**src/rtl/ulpi_phy_responder_pkg.sv**
```systemverilog
// ulpi_phy_responder_pkg: shared TX CMD codes, register map, reset values and FSM encoding
package ulpi_pkg;
  localparam logic [1:0] CMD_WR = 2'b10;
  localparam logic [1:0] CMD_RD = 2'b11;
  localparam logic [5:0] ADDR_EXT = 6'h2F;
  localparam logic [15:0] VENDOR_ID = 16'h0424;
  localparam logic [15:0] PRODUCT_ID = 16'h0006;
  localparam int NREG = 4;
  localparam logic [5:0] REG_BASE [NREG] = '{6'h04, 6'h07, 6'h0A, 6'h16};
  localparam logic [7:0] REG_RST [NREG] = '{8'h41, 8'h00, 8'h06, 8'h00};
  typedef enum logic [3:0] {
    IDLE, CMD_ACK, WR_DATA, WR_STP,
    RD_TURN1, RD_DATA, RD_TURN2,
    RX_TURN1, RX_DATA, RX_TURN2
  } state_t;
  function automatic logic is_cmd(logic [7:0] b);
    return (b[7:6] == CMD_WR || b[7:6] == CMD_RD) && b[5:0] != ADDR_EXT;
  endfunction
  function automatic logic [7:0] alias_update(logic [1:0] op, logic [7:0] cur, logic [7:0] d);
    return op == 2'd0 ? d : op == 2'd1 ? (cur | d) : (cur & ~d);
  endfunction
endpackage

```
**src/rtl/ulpi_phy_responder_if.sv**
```systemverilog
// ulpi_phy_responder_if: ULPI signals between link controller and PHY
interface ulpi_phy_responder_if;
  logic [7:0] data_in;
  logic       stp;
  logic [1:0] linestate;
  logic       dir;
  logic       nxt;
  logic [7:0] data_out;
  logic       data_oe;
  modport master (output data_in, stp, linestate, input dir, nxt, data_out, data_oe);
  modport slave (input data_in, stp, linestate, output dir, nxt, data_out, data_oe);
endinterface

```
**src/rtl/ulpi_phy_responder_regfile.sv**
```systemverilog
// ulpi_phy_regfile: four R/W registers with write/set/clear aliases, IDs and read mux
module ulpi_phy_regfile
  import ulpi_pkg::*;
(
  input  logic       clk,
  input  logic       rst,
  input  logic       we,
  input  logic [5:0] addr,
  input  logic [7:0] wdata,
  output logic [7:0] rdata
);
  logic [7:0] vals [NREG];
  logic [NREG-1:0] hits;
  for (genvar g = 0; g < NREG; g++) begin : g_reg
    logic [5:0] off;
    logic [7:0] q;
    // offset from the base selects write/set/clear; addresses below the base wrap and miss
    assign off = addr - REG_BASE[g];
    assign hits[g] = off < 6'd3;
    assign vals[g] = q;
    // apply the aliased operation on a committed write hitting this register
    always_ff @(posedge clk)
      if (rst) q <= REG_RST[g];
      else if (we && hits[g]) q <= alias_update(off[1:0], q, wdata);
  end
  // read mux: IDs, then any alias of a register, otherwise zero
  always_comb begin
    rdata = addr == 6'h00 ? VENDOR_ID[7:0] :
            addr == 6'h01 ? VENDOR_ID[15:8] :
            addr == 6'h02 ? PRODUCT_ID[7:0] :
            addr == 6'h03 ? PRODUCT_ID[15:8] : 8'h00;
    for (int i = 0; i < NREG; i++)
      if (hits[i]) rdata = vals[i];
  end
endmodule

```
**src/rtl/ulpi_phy_responder.sv**
```systemverilog
// ulpi_phy_responder: PHY-side ULPI register access and RX CMD generation
module ulpi_phy_responder
  import ulpi_pkg::*;
(
  input logic clk,
  input logic rst,
  ulpi_phy_responder_if.slave bus
);
  state_t state, state_nx;
  logic [1:0] ls_meta, ls_sync, cap, reported;
  logic [5:0] addr;
  logic       rd;
  logic [7:0] wdata, rdata;
  logic       cmd_ok, rx_pend, we;
  assign cmd_ok = is_cmd(bus.data_in);
  assign rx_pend = ls_sync != reported;
  assign we = state == WR_STP && bus.stp;
  ulpi_phy_regfile u_regs (
    .clk(clk), .rst(rst), .we(we), .addr(addr), .wdata(wdata), .rdata(rdata)
  );
  // two-flop synchronizer for the asynchronous line state
  always_ff @(posedge clk)
    {ls_sync, ls_meta} <= rst ? 4'b0 : {ls_meta, bus.linestate};
  // next-state logic; commands take priority over a pending RX CMD
  always_comb begin
    state_nx = state;
    case (state)
      IDLE:     state_nx = cmd_ok ? CMD_ACK : rx_pend ? RX_TURN1 : IDLE;
      CMD_ACK:  state_nx = bus.stp ? IDLE : rd ? RD_TURN1 : WR_DATA;
      WR_DATA:  state_nx = bus.stp ? IDLE : WR_STP;
      WR_STP:   state_nx = bus.stp ? IDLE : WR_STP;
      RD_TURN1: state_nx = RD_DATA;
      RD_DATA:  state_nx = RD_TURN2;
      RX_TURN1: state_nx = RX_DATA;
      RX_DATA:  state_nx = RX_TURN2;
      default:  state_nx = IDLE;
    endcase
  end
  // state and bus outputs registered from the next state so they align with it
  always_ff @(posedge clk)
    if (rst) begin
      state <= IDLE;
      bus.dir <= 1'b0;
      bus.nxt <= 1'b0;
      bus.data_oe <= 1'b0;
      bus.data_out <= 8'h00;
    end else begin
      state <= state_nx;
      bus.dir <= state_nx inside {RD_TURN1, RD_DATA, RX_TURN1, RX_DATA};
      bus.nxt <= state_nx inside {CMD_ACK, WR_DATA};
      bus.data_oe <= state_nx inside {RD_DATA, RX_DATA};
      bus.data_out <= state_nx == RD_DATA ? rdata : state_nx == RX_DATA ? {6'b0, ls_sync} : 8'h00;
    end
  // transaction datapath: command address, write data and line state reporting
  always_ff @(posedge clk)
    if (rst) begin
      addr <= 6'h00;
      rd <= 1'b0;
      wdata <= 8'h00;
      cap <= 2'b00;
      reported <= 2'b00;
    end else begin
      if (state == IDLE && cmd_ok) {rd, addr} <= bus.data_in[6:0];
      if (state == WR_DATA) wdata <= bus.data_in;
      if (state == RX_TURN1) cap <= ls_sync;
      if (state == RX_DATA) reported <= cap;
    end
endmodule

```
**src/flat_wrapper.sv**
```systemverilog
// flat-port wrapper written by rule: the top's interface ports become plain ports
module ulpi_phy_responder_flat import ulpi_pkg::*;
  (clk, rst, bus_data_in, bus_stp, bus_linestate, bus_dir, bus_nxt, bus_data_out, bus_data_oe);
  ulpi_phy_responder_if bus_i ();
  input logic clk;
  input logic rst;
  input wire logic [$bits(bus_i.data_in)-1:0] bus_data_in;
  input wire logic [$bits(bus_i.stp)-1:0] bus_stp;
  input wire logic [$bits(bus_i.linestate)-1:0] bus_linestate;
  output wire logic [$bits(bus_i.dir)-1:0] bus_dir;
  output wire logic [$bits(bus_i.nxt)-1:0] bus_nxt;
  output wire logic [$bits(bus_i.data_out)-1:0] bus_data_out;
  output wire logic [$bits(bus_i.data_oe)-1:0] bus_data_oe;
  assign bus_i.data_in = bus_data_in;
  assign bus_i.stp = bus_stp;
  assign bus_i.linestate = bus_linestate;
  assign bus_dir = bus_i.dir;
  assign bus_nxt = bus_i.nxt;
  assign bus_data_out = bus_i.data_out;
  assign bus_data_oe = bus_i.data_oe;
  ulpi_phy_responder u_core (.clk(clk), .rst(rst), .bus(bus_i));
endmodule
```
**config.mk**
```make
export PLATFORM = sky130hd
export DESIGN_NAME = ulpi_phy_responder_flat
export DESIGN_NICKNAME = d
export VERILOG_FILES = /design/src/rtl/ulpi_phy_responder_pkg.sv /design/src/rtl/ulpi_phy_responder_if.sv /design/src/rtl/ulpi_phy_responder_regfile.sv /design/src/rtl/ulpi_phy_responder.sv /design/src/flat_wrapper.sv
export SDC_FILE = /design/constraint.sdc
export NUM_CORES = 1
export LEC_CHECK = 0
export CORE_AREA = 2 2 59 117
export DETAILED_ROUTE_END_ITERATION = 16
export DIE_AREA = 0 0 61 119
export MAX_ROUTING_LAYER = met4
export PLACE_DENSITY = 0.78
export SYNTH_ARGS = -nofsm -noshare
export SYNTH_HDL_FRONTEND = slang
export SYNTH_SLANG_ARGS = --single-unit
```
**constraint.sdc**
```tcl
create_clock -name clk -period 4.6 [get_ports clk]
set_clock_uncertainty 0.05 [all_clocks]
set_input_delay 0.92 -clock clk [delete_from_list [all_inputs] [get_ports clk]]
set_output_delay 0.92 -clock clk [all_outputs]
set_load 0.05 [all_outputs]
```
## After elaboration in Yosys (flattened, before gate mapping)

Index checks and enable logic that the tools add are counted.

- Logic and storage cells: 97
- Bits of input ports: 13
- Bits in registers: 70

- $lt $le $gt $ge: 4
- Reductions and logical operators: 18
- $add $sub $neg: 4
- Equal/unequal tests: 23
- Mux-type cells: 23
- Bitwise gates (word level): 9

Operators by type and width:

| kind | number |
|---|---|
| $mux 8 | 13 |
| $and 8x8->8 | 4 |
| $or 8x8->8 | 4 |
| $pmux 4 s7 | 1 |
| $eq 4x3->1 const B | 6 |
| $lt 6x2->1 const B | 4 |
| $eq 4x2->1 const B | 3 |
| $mux 3 | 4 |
| $sub 6x3->6 const B | 2 |
| $eq 2x1->1 const B | 4 |
| $eq 4x1->1 const B | 2 |
| $eq 4x4->1 const B | 2 |
| $logic_not 2->1 | 4 |
| $mux 4 | 2 |
| $not 8->8 | 1 |
| $logic_and 1x1->1 | 7 |
| $eq 6x1->1 const B | 1 |
| $eq 6x2->1 const B | 1 |
| $logic_not 6->1 | 1 |
| $mux 6 | 1 |
| $ne 6x6->1 const B | 1 |
| $sub 6x4->6 const B | 1 |
| $sub 6x5->6 const B | 1 |
| $eq 2x2->1 const B | 2 |
| other kinds (7) | 9 |

## Depth between registers and ports, before layout

- Depth after elaboration: 9
- Mapped depth: 11
- Gate-level depth less buffers: 8

## Cells and area by module

From an unflattened synthesis, not the netlist that was laid out.

- Cell total of the unflattened synthesis: 429
- Area total of the unflattened synthesis: 3603.5 um^2

Modules (own cells, without submodules):

| module | times used | seq. area each (um^2) | cells an instance | area an instance (um^2) |
|---|---|---|---|---|
| ulpi_phy_regfile | 1 | 640.6 | 268 | 2059.5 |
| ulpi_phy_responder | 1 | 760.7 | 161 | 1544.0 |

## Worst setup path after synthesis

OpenSTA, ideal clock, no wires.

- Path kind: flip-flop to flip-flop
- Start point: reg u_core.addr[1]
- End point: reg with a tool-made name
- Data arrival time: 2.160 ns
- Setup time: 0.134 ns
- Setup slack: 2.256 ns
- Cell stages (with the launch flop): 11
- Data required time: 4.416 ns
- Cells stage by stage: dfxtp_1 > buf_6 > inv_4 > clkbuf_1 > ha_1 > and3b_1 > a41oi_1 > nor3_1 > nand2_1 > o21ai_0 > o22ai_1

RTL lines:

| what | line | RTL |
|---|---|---|
| from (decl) | ulpi_phy_responder.sv:11 | `logic [5:0] addr;` |
| from (signal assigned) | ulpi_phy_responder.sv:63 | `if (state == IDLE && cmd_ok) {rd, addr} <= bus.data_in[6:0];` |

==> results.sh <==
export IMPL_final_common_cell="dfxtp_1"
export IMPL_grt_total_usage_pct=25.9
export IMPL_die_w_um=61
export IMPL_syn2layout_area_growth_pct=14.4
export IMPL_synth_top_area_share_pct=40.9
export IMPL_finalSetupTns_ps=0
export IMPL_syn_nets=439
export IMPL_fin_area_sq_um=3920
export IMPL_ant_nets=0
export IMPL_clockBufferDepth=2
export IMPL_cts_tree="built"
export IMPL_ys_flop_type="dfxtp_1"
export IMPL_hold_viol=0
export IMPL_final_max_slew_viol_count=0
export IMPL_cts_root_buffer="clkbuf_16"
export IMPL_dpl_cell_area_sq_um=3600
export IMPL_grt_max_degree=37
export IMPL_cts_resized=0
export IMPL_grt_setup_unrepaired="no"
export IMPL_worstSetupEndpointType="register"
export IMPL_synth_area_leaders="dfxtp_1, o21ai_0, nand2_1"
export IMPL_portBuffers=23
export IMPL_die_y_um=119
export IMPL_final_nets=437
export IMPL_ys_seq_elements=70
export IMPL_power_density_nw_per_um2=411
export IMPL_first_pass_iters=8
export IMPL_clock_latency_ps=340
export IMPL_final_cell_mix="dfxtp_1, o21ai_0, nor2_1, nand2_1, a21oi_1"
export IMPL_numCtsBuffers=9
export IMPL_grt_pass1_wl_mm=13.5
export IMPL_finalCriticalPeriod_ps=3410
export IMPL_drt_iter0_drc=221
export IMPL_overflow=0
export IMPL_synth_edff_count=0
export IMPL_setup_ws_ps=1190
export IMPL_wl_mm=8.53
export IMPL_cts_clk_slew_worst_paths_ps=50
export IMPL_finalNonFillerCells=515
export IMPL_start_util_pct=53.0
export IMPL_post_cts_setup_buffers=0
export IMPL_hpwl_mm=5.71
export IMPL_slew_headroom_pct=28.1
export IMPL_vias=3146
export IMPL_dp_cells=499
export IMPL_path_max_fanout=29
export IMPL_critPathArrivalTime_ps=3620
export IMPL_core_area_sq_um=6460
export IMPL_cts_sinks=70
export IMPL_yosys_area_top_type="dfxtp_1"
export IMPL_htreeDepth=3
export IMPL_n_antenna_cell=0
export IMPL_crit_type="register to register"
export IMPL_wl_per_cell_um=16.6
export IMPL_start_kind="register"
export IMPL_io_pins=24
export IMPL_setup_viol=0
export IMPL_async_flop_share_pct=0
export IMPL_synth_area_sq_um=3430
export IMPL_worstMarginPinSlew_ps=1060
export IMPL_place_congestion=0.943
export IMPL_holdWs_ps=384
export IMPL_maxCapViolations=0
export IMPL_max_freq_mhz=293
export IMPL_p_leak_uw=0.00132
export IMPL_period_share_pct=74.1
export IMPL_status="finished, final reports clean"
export IMPL_irDropWorstVdd_uv=253
export IMPL_yosys_warnings=0
export IMPL_placementRows=42
export IMPL_drive_gt1_share_pct=6.56
export IMPL_crit_required_ps=4810
export IMPL_cts_hold_buf=0
export IMPL_drc_errors=0
export IMPL_syn_avg_cell_area_sq_um=8.08
export IMPL_grt_pass1_vias=2804
export IMPL_synth_seq_area_share_pct=40.9
export IMPL_vias_per_cell=6.11
export IMPL_ys_types=54
export IMPL_die_area_sq_um=7260
export IMPL_hold_path_class="register to register"
export IMPL_antenna_found_initial=0
export IMPL_netlist_instances=424
export IMPL_pre_cts_ws_ps=1250
cells in the mapped netlist, types with 3 or more instances:
cell       n
a21oi_1   28
a221o_1    6
a221oi_1   3
a22o_1     3
a22oi_1   17
a31oi_1   14
a32oi_1    3
and2_1     4
buf_2      5
buf_6      3
clkbuf_1  29
dfxtp_1   70
inv_1      4
mux2i_1    9
nand2_1   42
nand3_1   19
nor2_1    42
nor2b_1   10
nor3_1     5
nor3b_1    7
nor4b_1    3
o21ai_0   44
o21bai_1   3
o22ai_1   12
xnor2_1    3
cell families (layout without fill, tap and decap cells):
kind of cell	Yosys count	after routing	synth area share, %
adders and majority gates	2	2	0.730
buffers and inverters	46	49	6.46
AOI/OAI and AO/OA	143	143	26.7
xor gates and xnor gates	5	5	1.28
DFF	70	70	40.9
and+or+nand+nor	149	149	21.4
muxes	9	9	2.63
worst paths after layout:
path | cells past startpoint | startpoint | to | slack (ps)
worst min-delay path | 1 | u_core.ls_meta[1] | u_core.ls_sync[1] | 380
worst max register to register | 7 | u_core.addr[1] | register | 1190
worst max-delay path | 7 | u_core.addr[1] | register | 1190
worst min register to register | 1 | u_core.ls_meta[1] | u_core.ls_sync[1] | 380
cell type report:
cell class | instances | area, sq um
tap | 88 | 110
inverter | 6 | 27.5
clock inverter | 6 | 86.3
timing repair buffer | 27 | 255
sequential | 70 | 1400
clock buffer | 10 | 229
fill | 558 | 2540
multi-input combinational | 308 | 1810
power by group:
part	total, uW	internal, uW	switching (uW)
registers	674	627	47.1
logic	204	80.2	124
clock network	731	473	258
critical path, stage by stage (launching register included):
cell      delay (ps)
dfxtp_1          980
ha_1             340
xnor2_1          100
or4_4            450
a311oi_4         500
and2_1           540
a32oi_1          180
a31oi_1          190
metal layers:
layer,routed length [um],vias to the layer above,global-route usage (%)
met4,429,0,15.6
met2,3950,135,35.8
li1,-,1533,-
met1,3540,1443,33.3
met5,0,-,-
met3,605,35,6.19
stage by stage:
| step | util [%] | total power (uW) |
|---|---|---|
| after floorplan | - | 829 |
| after global placement | 55.8 | 886 |
| after detailed placement | 55.8 | 886 |
| after CTS | 60.6 | 1610 |
| after global routing | 60.6 | 1670 |
| final | 60.6 | 1610 |
Power figures use the tool's default switching activity.
